**src/rtl/lru_repl_pkg.sv**
```systemverilog
// Shared types and constants for the L1 replacement controller.
// Descriptor fields are sized for the largest supported geometry; users slice them.
package lru_repl_pkg;

    localparam int PERF_CNT_WIDTH      = 32;
    localparam int MAX_WAYS            = 8;
    localparam int MAX_TAG_WIDTH       = 64;
    localparam int MAX_SET_INDEX_WIDTH = 16;

    typedef enum logic [2:0] {
        IDLE,
        SELECT,
        EVICT,
        FILL_REQ,
        FILL_WAIT,
        UPDATE
    } repl_state_t;

    typedef struct packed {
        logic [MAX_SET_INDEX_WIDTH-1:0]    set;
        logic [MAX_TAG_WIDTH-1:0]          tag;
        logic [MAX_WAYS-1:0]               valids;
        logic [MAX_WAYS-1:0]               dirty;
        logic [MAX_WAYS*MAX_TAG_WIDTH-1:0] tags;
    } miss_desc_t;

endpackage

```
**src/rtl/lru_replacement_ctrl_sat_counter.sv**
```systemverilog
// Saturating up-counter used for the optional performance counters.
module sat_counter #(
    parameter int WIDTH = 32
) (
    input  logic             clk,
    input  logic             reset,
    input  logic             inc,
    output logic [WIDTH-1:0] count
);

    always_ff @(posedge clk or negedge reset) begin
        if (!reset) begin
            count <= '0;
        end else if (inc && (count != {WIDTH{1'b1}})) begin
            count <= count + {{(WIDTH-1){1'b0}}, 1'b1};
        end
    end

endmodule

```
**src/rtl/lru_replacement_ctrl.sv**
```systemverilog
// Replacement controller between L1 tag lookup and the tree-PLRU state block.
// Optional perf counters are enabled by defining LRU_REPL_CTRL_PERF_EN.
module lru_replacement_ctrl
    import lru_repl_pkg::*;
#(
    parameter int NUM_SETS        = 32,
    parameter int NUM_WAYS        = 4,
    parameter int TAG_WIDTH       = 20,
    parameter int SET_INDEX_WIDTH = $clog2(NUM_SETS),
    parameter int WAY_INDEX_WIDTH = (NUM_WAYS > 1) ? $clog2(NUM_WAYS) : 1
) (
    input  logic                           clk,
    input  logic                           reset,
    input  logic                           lookup_valid,
    output logic                           lookup_ready,
    input  logic [SET_INDEX_WIDTH-1:0]     lookup_set,
    input  logic [TAG_WIDTH-1:0]           lookup_tag,
    input  logic                           lookup_hit,
    input  logic [WAY_INDEX_WIDTH-1:0]     lookup_hit_way,
    input  logic [NUM_WAYS-1:0]            lookup_valids,
    input  logic [NUM_WAYS-1:0]            lookup_dirty,
    input  logic [NUM_WAYS*TAG_WIDTH-1:0]  lookup_tags,
    output logic                           plru_read_en,
    output logic [SET_INDEX_WIDTH-1:0]     plru_read_set,
    output logic [NUM_WAYS-1:0]            plru_read_valids,
    input  logic [WAY_INDEX_WIDTH-1:0]     plru_read_way,
    output logic                           plru_update_en,
    output logic [SET_INDEX_WIDTH-1:0]     plru_update_set,
    output logic [WAY_INDEX_WIDTH-1:0]     plru_update_way,
    output logic                           evict_valid,
    input  logic                           evict_ready,
    output logic [SET_INDEX_WIDTH-1:0]     evict_set,
    output logic [WAY_INDEX_WIDTH-1:0]     evict_way,
    output logic [TAG_WIDTH-1:0]           evict_tag,
    output logic                           fill_valid,
    input  logic                           fill_ready,
    output logic [SET_INDEX_WIDTH-1:0]     fill_set,
    output logic [WAY_INDEX_WIDTH-1:0]     fill_way,
    output logic [TAG_WIDTH-1:0]           fill_tag,
    input  logic                           fill_done,
`ifdef LRU_REPL_CTRL_PERF_EN
    output logic [PERF_CNT_WIDTH-1:0]      perf_hits,
    output logic [PERF_CNT_WIDTH-1:0]      perf_misses,
    output logic [PERF_CNT_WIDTH-1:0]      perf_evictions,
`endif
    output logic                           busy
);

    repl_state_t                state_reg, state_next;
    miss_desc_t                 desc_reg, desc_next;
    logic [WAY_INDEX_WIDTH-1:0] victim_way_reg;
    logic [WAY_INDEX_WIDTH-1:0] sel_way;
    logic                       upd_en_reg;
    logic [SET_INDEX_WIDTH-1:0] upd_set_reg;
    logic [WAY_INDEX_WIDTH-1:0] upd_way_reg;
    logic                       accept;
    logic                       hit_accept;
    logic                       miss_accept;

    // A single-way cache has only one possible victim.
    generate
        if (NUM_WAYS == 1) begin : g_one_way
            assign sel_way = '0;
        end else begin : g_multi_way
            assign sel_way = plru_read_way;
        end
    endgenerate

    assign lookup_ready = (state_reg == IDLE);
    assign accept       = lookup_valid && lookup_ready;
    assign hit_accept   = accept && lookup_hit;
    assign miss_accept  = accept && !lookup_hit;
    assign busy         = (state_reg != IDLE);

    always_comb begin
        desc_next                                = '0;
        desc_next.set[SET_INDEX_WIDTH-1:0]       = lookup_set;
        desc_next.tag[TAG_WIDTH-1:0]             = lookup_tag;
        desc_next.valids[NUM_WAYS-1:0]           = lookup_valids;
        desc_next.dirty[NUM_WAYS-1:0]            = lookup_dirty;
        desc_next.tags[NUM_WAYS*TAG_WIDTH-1:0]   = lookup_tags;
    end

    always_comb begin
        state_next = state_reg;
        case (state_reg)
            IDLE:      if (miss_accept) state_next = SELECT;
            SELECT: begin
                if (desc_reg.valids[sel_way] && desc_reg.dirty[sel_way]) state_next = EVICT;
                else                                                     state_next = FILL_REQ;
            end
            EVICT:     if (evict_ready) state_next = FILL_REQ;
            FILL_REQ:  if (fill_ready)  state_next = FILL_WAIT;
            FILL_WAIT: if (fill_done)   state_next = UPDATE;
            UPDATE:    state_next = IDLE;
            default:   state_next = IDLE;
        endcase
    end

    always_ff @(posedge clk or negedge reset) begin
        if (!reset) begin
            state_reg      <= IDLE;
            desc_reg       <= '0;
            victim_way_reg <= '0;
            upd_en_reg     <= 1'b0;
            upd_set_reg    <= '0;
            upd_way_reg    <= '0;
        end else begin
            state_reg <= state_next;
            if (miss_accept) begin
                desc_reg <= desc_next;
            end
            if (state_reg == SELECT) begin
                victim_way_reg <= sel_way;
            end
            // Hits and refill completion can never overlap: lookups are blocked while busy.
            upd_en_reg <= hit_accept || ((state_reg == FILL_WAIT) && fill_done);
            if (hit_accept) begin
                upd_set_reg <= lookup_set;
                upd_way_reg <= lookup_hit_way;
            end else if ((state_reg == FILL_WAIT) && fill_done) begin
                upd_set_reg <= desc_reg.set[SET_INDEX_WIDTH-1:0];
                upd_way_reg <= victim_way_reg;
            end
        end
    end

    assign plru_read_en     = (state_reg == SELECT);
    assign plru_read_set    = desc_reg.set[SET_INDEX_WIDTH-1:0];
    assign plru_read_valids = desc_reg.valids[NUM_WAYS-1:0];

    assign plru_update_en   = upd_en_reg;
    assign plru_update_set  = upd_set_reg;
    assign plru_update_way  = upd_way_reg;

    assign evict_valid = (state_reg == EVICT);
    assign evict_set   = desc_reg.set[SET_INDEX_WIDTH-1:0];
    assign evict_way   = victim_way_reg;
    assign evict_tag   = desc_reg.tags[int'(victim_way_reg)*TAG_WIDTH +: TAG_WIDTH];

    assign fill_valid  = (state_reg == FILL_REQ);
    assign fill_set    = desc_reg.set[SET_INDEX_WIDTH-1:0];
    assign fill_way    = victim_way_reg;
    assign fill_tag    = desc_reg.tag[TAG_WIDTH-1:0];

`ifdef LRU_REPL_CTRL_PERF_EN
    logic [2:0]                perf_inc;
    logic [PERF_CNT_WIDTH-1:0] perf_cnt [3];

    assign perf_inc[0] = hit_accept;
    assign perf_inc[1] = miss_accept;
    assign perf_inc[2] = evict_valid && evict_ready;

    generate
        for (genvar gi = 0; gi < 3; gi++) begin : g_perf
            sat_counter #(
                .WIDTH (PERF_CNT_WIDTH)
            ) u_cnt (
                .clk   (clk),
                .reset (reset),
                .inc   (perf_inc[gi]),
                .count (perf_cnt[gi])
            );
        end
    endgenerate

    assign perf_hits      = perf_cnt[0];
    assign perf_misses    = perf_cnt[1];
    assign perf_evictions = perf_cnt[2];
`endif

endmodule
```
**config.mk**
```make
export PLATFORM = sky130hd
export DESIGN_NAME = lru_replacement_ctrl
export DESIGN_NICKNAME = d
export VERILOG_FILES = /design/src/rtl/lru_repl_pkg.sv /design/src/rtl/lru_replacement_ctrl_sat_counter.sv /design/src/rtl/lru_replacement_ctrl.sv
export SDC_FILE = /design/constraint.sdc
export NUM_CORES = 1
export LEC_CHECK = 0
export BUFFER_PORTS_ARGS = -buffer_cell sky130_fd_sc_hd__buf_4
export CAP_MARGIN = 15
export CORE_MARGIN = 3
export CORE_UTILIZATION = 51
export CTS_CLUSTER_DIAMETER = 200
export DETAILED_ROUTE_END_ITERATION = 16
export PLACE_DENSITY = 0.81
export SYNTH_ARGS = -nofsm -noshare
export SYNTH_HDL_FRONTEND = slang
export SYNTH_SLANG_ARGS = --single-unit
```
**constraint.sdc**
```tcl
create_clock -name clk -period 1.7 [get_ports clk]
set_clock_uncertainty 0.05 [all_clocks]
set_input_delay 0.255 -clock clk [delete_from_list [all_inputs] [get_ports clk]]
set_output_delay 0.255 -clock clk [all_outputs]
set_load 0.02 [all_outputs]
```
# ---- Word-level counts from Yosys, hierarchy flattened
# Index checks and enable logic that the tools add are counted.
dict set report totals {
  in_bits 124
  output_inout_bits 76
  register_bits 126
  wordCells 46
}
dict set report classes {
  n_reduce_logical 11
  n_eq_ne 8
  magnitude_cmp 1
  mux 14
  shifts 1
  mul 1
}
# cell n
set ops {}
lappend ops {{512-bit by 8-bit variable part select with 20-bit output} 1}
lappend ops {{3-bit one-hot mux with 5 select lines} 1}
lappend ops {{3-bit two-way mux} 4}
lappend ops {{5-bit two-way mux} 2}
lappend ops {{3-bit by 2-bit == test with 1-bit output, second input constant} 2}
lappend ops {{2-bit by 1-bit inequality test with 1-bit output, second input constant} 3}
lappend ops {{1-bit logical AND} 5}
lappend ops {{2-bit by 3-bit multiplier with 5-bit output, second input constant} 1}
lappend ops {{1-bit binary-select mux with 2-bit select} 2}
lappend ops {{2-bit by 4-bit less-than comparator with 1-bit output, second input constant} 1}
lappend ops {{2-bit two-way mux} 2}
lappend ops {{4-bit AND reduction} 1}
lappend ops {{3-bit by 1-bit == test with 1-bit output, second input constant} 1}
lappend ops {{3-bit == test, second input constant} 1}
lappend ops {{3-bit logical NOT} 1}
lappend ops {{1-bit two-way mux} 3}
lappend ops {{3-bit nonzero test} 1}
lappend ops {{2-bit inequality test, second input constant} 1}
lappend ops {{2-bit nonzero test} 1}
lappend ops {{1-bit logical NOT} 1}
lappend ops {{1-bit logical OR} 1}

# ---- Longest topological paths before layout
# Gate-level depths: netlist (run 1).
dict set report depth {
  ltp_word 5
  ltp_mapped 6
  mapped_depth_nobuf 4
}

# ---- Least setup slack after synthesis (run 1)
# No wires, ideal clock.
dict set report synth_timing {
  path_type {register to output}
  start {reg victim_way_reg[0] (netlist: evict_way[0])}
  end {out evict_tag[10]}
  stages_incl_launch_ff 3
  n_path_buf 1
  slack_ps -93
  arrival_time_ps 1488
  required_ps 1395
  cell_sequence {dfrtp_1 buf_2 mux4_2}
}
dict set report synth_between {
  elab_chain_len 2
}
# element line
set synth_rtl {}
lappend synth_rtl {{start, declared} lru_replacement_ctrl.sv:51} ;# logic [WAY_INDEX_WIDTH-1:0] victim_way_reg;
lappend synth_rtl {{start signal, assigned} lru_replacement_ctrl.sv:114} ;# victim_way_reg <= sel_way;
lappend synth_rtl {{2-bit by 3-bit multiplier with 5-bit output} lru_replacement_ctrl.sv:139} ;# assign evict_tag = desc_reg.tags[int'(victim_way_reg)*TAG_WIDTH +: TAG_WIDTH];
lappend synth_rtl {{512-bit by 8-bit variable part select with 20-bit output} lru_replacement_ctrl.sv:139}
lappend synth_rtl {{end, declared} lru_replacement_ctrl.sv:34} ;# output logic [TAG_WIDTH-1:0] evict_tag,
# No other way between the ends.

# ---- Final worst setup path (run 1)
dict set report layout_timing {
  start {reg victim_way_reg[0] (netlist: evict_way[0])}
  end {out evict_tag[1]}
}
# Same word-level chain as after synthesis.

==> results of run 1 <==
==> cells by family (layout without fill, tap and decap cells) <==
| kind of cell | after synthesis | count (layout) |
|---|---|---|
| muxes | 135 | 135 |
| buffers and inverters | 64 | 276 |
| AOI/OAI and AO/OA | 22 | 22 |
| DFF | 126 | 126 |
| and+or+nand+nor | 24 | 27 |
==> layout make-up <==
cell class / instances / area, sq um / share of cell area
inverter: 3 / 11.3 / 0.00130
clock buffer: 25 / 515 / 0.0597
timing repair buffer: 242 / 2270 / 0.263
sequential: 126 / 3160 / 0.365
multi-input combinational: 184 / 2430 / 0.281
clock inverter: 6 / 80.1 / 0.00927
tap: 140 / 175 / 0.0203
==> power by group <==
| part | switching (W) | leakage [nW] | internal (W) |
|---|---|---|---|
| Clock | 0.00123 | 0.299 | 0.00237 |
| Combinational | 0.00378 | 2.55 | 0.00517 |
| Sequential | 0.000945 | 1.52 | 0.00451 |
| Total | 0.00596 | 4.37 | 0.0120 |
==> routing by layer <==
metal / GRT usage / up-vias / part of all wire
li1: - / 1710 / -
met1: 0.248 / 1950 / 0.40
met2: 0.357 / 153 / 0.51
met3: 0.0721 / 26 / 0.073
met4: 0.0855 / 0 / 0.022
met5: 0 / - / 0
==> cells in the mapped netlist (2+ instances only) <==
master and instances:
a21o_1 7, a21oi_1 2, a22o_1 7, and3_1 3, buf_2 10, buf_4 41, buf_6 8, dfrtp_1 126
inv_1 3, mux2_2 45, mux2_4 70, mux4_2 20, nand2_1 3, nand2b_1 3, nand3_1 2, nor2_1 4
nor3_1 2, o21ai_0 3
==> path summary, 6_finish.rpt <==
| path | start | to | slack [ns] | cells past startpoint |
|---|---|---|---|---|
| worst max-delay path | evict_way[0] | evict_tag[1] | -0.30 | 3 |
| worst min-delay path | lookup_tags[47] | desc_reg[47] | 0.02 | 2 |
| worst max register to register | state_reg[2] | desc_reg[23] | -0.11 | 6 |
| worst min register to register | desc_reg[66] | desc_reg[66] | 0.45 | 1 |
| max in group asynchronous | reset | fill_tag[10] | 0.80 | 3 |
| min in group asynchronous | reset | desc_reg[74] | 0.14 | 2 |
==> stage by stage <==
step	hold WS [ns]	instance area [sq um]
6_report	0.0201	8640
5_1_grt	0.00201	8640
4_1_cts	0.00536	8170
3_5_place_dp	0.0239	7420
3_3_place_gp	0.0209	7420
2_1_floorplan	-0.0906	5950
==> what timing repair did <==
item                                   4_1_cts  5_1_grt
pin swaps                                    2        2
gates resized for setup                     29       25
buffers inserted                             4        9
hold buffers                                 1        0
endpoints found under the hold margin      126        0
setup endpoints to repair                   29      138
cloned                                       0       15
==> worst register-to-register path, cell delays in order (launching register included) <==
cell and delay [ns]:
dfrtp_1 0.40, buf_6 0.13, nor3_4 0.22, buf_12 0.21
nand2_8 0.13, clkbuf_16 0.26, mux2_4 0.29
==> qor.csv, run 1 <==
stage,metric,value,unit
sta,tightest_slew,0.905,ns
power_and_ir_drop,p_per_area,2080,nW/um^2
critical_path,crit_chain,buf_12 -> mux4_2 -> buf_6,
sta,slew_headroom,0.394,
clock_tree,cts_buffers,17,
clock_tree,clk_path_buf_depth,2,
sta,fmax,500,MHz
clock_tree,htreeDepth,4,
flow_run,drv_cap,0,
routing,wirelength,15.0,mm
critical_path,cp-end-kind,primary output,
sta,setup_viol,116,
logic_synthesis,yosysSeqAreaShare,0.532,
critical_path,crit_arrival,1.70,ns
layout,drive_gt1_frac,0.718,
logic_synthesis,synth-edff-count,0,
floorplanning,io_pins,200,
power_and_ir_drop,totalPowerFinal,0.0180,W
logic_synthesis,ys_types,30,
sta,rsz0062_at_grt,true,
critical_path,path_class,register to primary output,
logic_synthesis,ys_warn_count,0,
routing,vias_per_cell,5.29,
logic_synthesis,yosys.area_share.simple,0.0234,
clock_tree,cts_sinks,126,
global_routing,grt_usage,0.211,
global_routing,grt_pass1_vias,3958,
logic_synthesis,syn_area,5930,sq um
layout,stdcell_count,726,
logic_synthesis,synthTopCellsByArea,"dfrtp_1 (53%), mux2_4 (18%), mux2_2 (8.5%)",
logic_synthesis,syn-instance-count,371,
placement,port-buffer-count,199,
critical_path,crit_fanout,14,
critical_path,crit_buf_inv,2,
logic_synthesis,synth_top_family_by_area,multiplexers,
global_routing,overflow,0,
layout,areaGrowthSynthToFinish,45.7,%
floorplanning,fp.dieW,114,microns
sta,slew_violations,0,
logic_synthesis,yosys.area.top_type,dfrtp_1,
critical_path,slowest_stage,mux4_2,
logic_synthesis,synthXorXnorAreaFrac,0,
logic_synthesis,synth-compound-area-share,0.0274,
layout,layout_common_cells,"buf_4 (188), dfrtp_1 (124), mux2_4 (71), mux2_2 (44), buf_6 (31)",
logic_synthesis,synth-adder-area-share,0,
floorplanning,initial_core_util,0.535,
logic_synthesis,synth_top_area_share,0.532,
layout,nets,698,
floorplanning,rows,38,
logic_synthesis,muxShareOfSynthArea,0.339,
placement,place_ws,0.0122,ns
placement,hpwlAfterDp,9.70,mm
critical_path,critical_path.max_stage_delay,0.54,ns
logic_synthesis,syn_nets,495,
logic_synthesis,ys.flop_type,dfrtp_1,
global_routing,grt_pass1_wl,20.7,mm
logic_synthesis,syn_avg_cell_area,16.0,sq um
sta,period_share,1.18,
layout,n_antenna_cell,0,
floorplanning,die_area,13000,sq um
routing,drc_errors,0,
routing,routedWlPerCell,20.7,microns
power_and_ir_drop,ir_drop,1.15,mV
global_routing,grt_start_max_net_pins,47,
clock_tree,clkTransAtPathRegs,0.06,ns
routing,vias,3839,
floorplanning,die_h,114,microns
placement,place.gp.congestion,0.764,
placement,dp_cells,666,
min_path,hp-class,primary input to register,
clock_tree,clk_root_buffer_cell,clkbuf_16,
clock_tree,clk_latency,0.41,ns
logic_synthesis,synth_seq_cells,126,
layout,largest_reg_flops,84,
routing,drt-initial-drc-count,126,
sta,fin_setup_tns,-11.30,ns
layout,final_util,0.780,
critical_path,required,1.39,ns
layout,fillCellCount,670,
routing,drt_pass1_iterations,4,
layout,final_common_cell,buf_4,
routing,postRouteAntennaNets,0,
sta,min_period,2.00,ns
power_and_ir_drop,power.static_leakage,4.37,nW
run_status,status,finished with violations,
run_status,violations,setup timing,
logic_synthesis,synth-async-reset-ratio,1.00,
global_routing,grt_antenna_before_repair,0,
clock_tree,cts_tree,yes,
floorplanning,design.core.area,11100,sq um
sta,hold_violations,0,
sta,fin_ws,-0.302,ns
critical_path,cp_top_family,multiplexers,
critical_path,crit_path_start_kind,register,
No activity file was read; power rests on OpenSTA's default activity.
==> run 2: changes to the inputs <==
CORE_ASPECT_RATIO = 0.5   (was not set)
==> run 2 against run 1 <==
The flow still finishes with violations (setup timing). Sequential power is 0.7% lower. Final cell count grew 1.2%. Utilization is 2.6 points lower. Final area fell by 2.4%. Fmax up 0.69%. Non-clock buffer count decreased by 9. Clock power rose by 3%. Combinational power fell by 4.0%.
==> qor.csv, run 2 (synthesized netlist as in run 1, its figures left out) <==
stage,metric,value,unit,change
sta,hold_violations,0,,unchanged
layout,final_common_cell,buf_4,,
layout,multiInputGateArea,2370,sq um,-2.6%
clock_tree,cts_tree,yes,,
sta,fin_ws,-0.288,ns,+0.0137 ns
routing,wirelength,14.0,mm,-7.0%
critical_path,crit_chain,buf_12 -> mux4_2 -> buf_6,,
critical_path,crit_fanout,15,,+1
power_and_ir_drop,p_per_area,2100,nW/um^2,+0.87%
placement,placed_cell_area,7440,sq um,+0.29%
power_and_ir_drop,p_sw_frac,0.332,,+0.000966
sta,tightest_slew,0.819,ns,-0.0852 ns
routing,routedWlPerCell,19.0,microns,-8.1%
sta,rsz0062_at_grt,true,,
clock_tree,clk_latency,0.39,ns,-0.02 ns
global_routing,grt_pass1_wl,19.9,mm,-3.8%
global_routing,grt_pass1_vias,3788,,-4.3%
layout,areaGrowthSynthToFinish,42.2,%,
critical_path,path_class,register to primary output,,
power_and_ir_drop,p_switching,0.00588,W,-1.3%
sta,period_share,1.17,,-0.00805
sta,fmax,503,MHz,+0.69%
critical_path,slowest_stage,mux4_2,,
layout,stdcell_count,735,,+1.2%
run_status,violations,setup timing,,
layout,layout_common_cells,"buf_4 (192), dfrtp_1 (123), mux2_4 (70), mux2_2 (45), buf_6 (25)",,
floorplanning,rows,27,,-29%
power_and_ir_drop,power.static_leakage,4.27,nW,-2.4%
clock_tree,clkTransAtPathRegs,0.06,ns,about the same
flow_run,drv_cap,0,,unchanged
placement,port-buffer-count,199,,unchanged
power_and_ir_drop,combPwrFrac,0.485,,-0.012
critical_path,crit_arrival,1.68,ns,-0.02 ns
critical_path,required,1.39,ns,about the same
floorplanning,io_pins,200,,unchanged
placement,dp_cells,688,,+3.3%
routing,drc_errors,0,,unchanged
layout,drive_gt1_frac,0.712,,-0.00662
floorplanning,design.core.area,11200,sq um,+0.94%
layout,largest_reg_flops,84,,unchanged
clock_tree,cts_sinks,126,,unchanged
sta,fin_setup_tns,-5.29,ns,+6.01 ns
routing,drt_pass1_iterations,4,,unchanged
global_routing,grt_usage,0.200,,-0.0112
sta,slew_violations,0,,unchanged
critical_path,critical_path.max_stage_delay,0.53,ns,about the same
floorplanning,fp.dieW,158,microns,+39%
clock_tree,clk_root_buffer_cell,clkbuf_16,,
layout,n_antenna_cell,0,,unchanged
layout,nets,687,,-1.6%
sta,slew_headroom,0.453,,+0.0584
run_status,status,finished with violations,,
clock_tree,cts_buffers,17,,unchanged
power_and_ir_drop,pwr-share-clk,0.210,,+0.010
layout,ff_latch_area,3160,sq um,about the same
sta,setup_viol,29,,-75%
power_and_ir_drop,p_seq_frac,0.305,,+0.002
routing,vias_per_cell,5.08,,-4.0%
critical_path,cp-end-kind,primary output,,
routing,postRouteAntennaNets,0,,unchanged
layout,fillCellCount,682,,+1.8%
layout,design_area,8430,sq um,-2.4%
min_path,hp-class,primary input to register,,
power_and_ir_drop,ir_drop,1.16,mV,+0.55%
clock_tree,htreeDepth,4,,unchanged
routing,vias,3733,,-2.8%
placement,place.gp.congestion,0.791,,+3.6%
floorplanning,die_area,13000,sq um,+0.61%
power_and_ir_drop,p_int,0.0118,W,-1.7%
global_routing,overflow,0,,unchanged
routing,drt-initial-drc-count,228,,+81%
floorplanning,initial_core_util,0.530,,-0.00497
clock_tree,clk_path_buf_depth,2,,unchanged
global_routing,grt_start_max_net_pins,48,,+2.1%
critical_path,crit_path_start_kind,register,,
sta,min_period,1.99,ns,-0.0137 ns
placement,hpwlAfterDp,9.19,mm,-5.3%
floorplanning,die_h,82.2,microns,-28%
global_routing,grt_antenna_before_repair,0,,unchanged
run 2: cell types whose count changed in the layout (fill, tap and decap cells not counted), moves of 3 or more:
cell       change
buf_4          +4
buf_12         -4
clkbuf_16      -3
buf_6          -6
clkbuf_8       -4
clkinv_4       +4
run 2: power by group through the flow:
| stage | Combinational, W | Sequential [W] | Clock (W) |
|---|---|---|---|
| after floorplan | 0.00567 | 0.00527 | 0 |
| after global placement | 0.00767 | 0.00535 | 0 |
| after detailed placement | 0.00782 | 0.00542 | 0 |
| after CTS | 0.00834 | 0.00541 | 0.00378 |
| after global routing | 0.00908 | 0.00560 | 0.00391 |
| final | 0.00859 | 0.00541 | 0.00372 |
run 2: final timing paths:
check / slack (ns) / from / cells past startpoint / end
setup / recovery: -0.29 / evict_way[0] / 3 / evict_tag[2]
hold / removal: 0.03 / lookup_tags[72] / 2 / desc_reg[72]
setup reg to reg: -0.02 / state_reg[1] / 5 / desc_reg[22]
hold reg to reg: 0.43 / plru_update_set[0] / 1 / plru_update_set[0]
max in group asynchronous: 0.75 / reset / 3 / desc_reg[62]
min in group asynchronous: 0.24 / reset / 2 / fill_tag[0]
run 2: worst max-delay path, delay by kind of cell, from the launching register on:
family,cells,cell delay [ns]
mux,1,0.53
flops,1,0.41
buf+inv,2,0.34
run 2: cell type report:
class | instances | share of cell area
clock buffer | 19 | 0.0537
clock inverter | 13 | 0.0194
inverter | 3 | 0.00134
multi-input combinational | 182 | 0.281
sequential | 126 | 0.374
tap | 159 | 0.0236
timing repair buffer | 233 | 0.247
run 2: repair_timing:
| action | CTS | global route |
|---|---|---|
| setup buffers | 4 | 3 |
| hold buffers | 1 | 0 |
| pin swaps | 2 | 1 |
| hold endpoints to repair | 17 | 0 |
| gates cloned | 0 | 8 |
| endpoints found under the setup margin | 25 | 83 |
| gates resized for setup | 24 | 11 |
run 2: stage by stage:
step	power (W)	setup WS [ns]	utilization	hold WS, ns
floorplan	0.0109	-0.00381	-	-0.0906
global placement	0.0130	0.121	0.665	0.111
detailed placement	0.0132	0.0707	0.665	0.113
CTS	0.0175	-0.307	0.732	0.0215
global route	0.0186	-0.346	0.754	0.0221
finish	0.0177	-0.288	0.754	0.0333
run 2: metal layers:
layer / vias to the layer above / track usage / wire, microns
li1: 1694 / - / -
met1: 1918 / 0.253 / 6040
met2: 113 / 0.353 / 7130
met3: 8 / 0.0479 / 731
met4: 0 / 0.0506 / 83
met5: - / 0 / 0
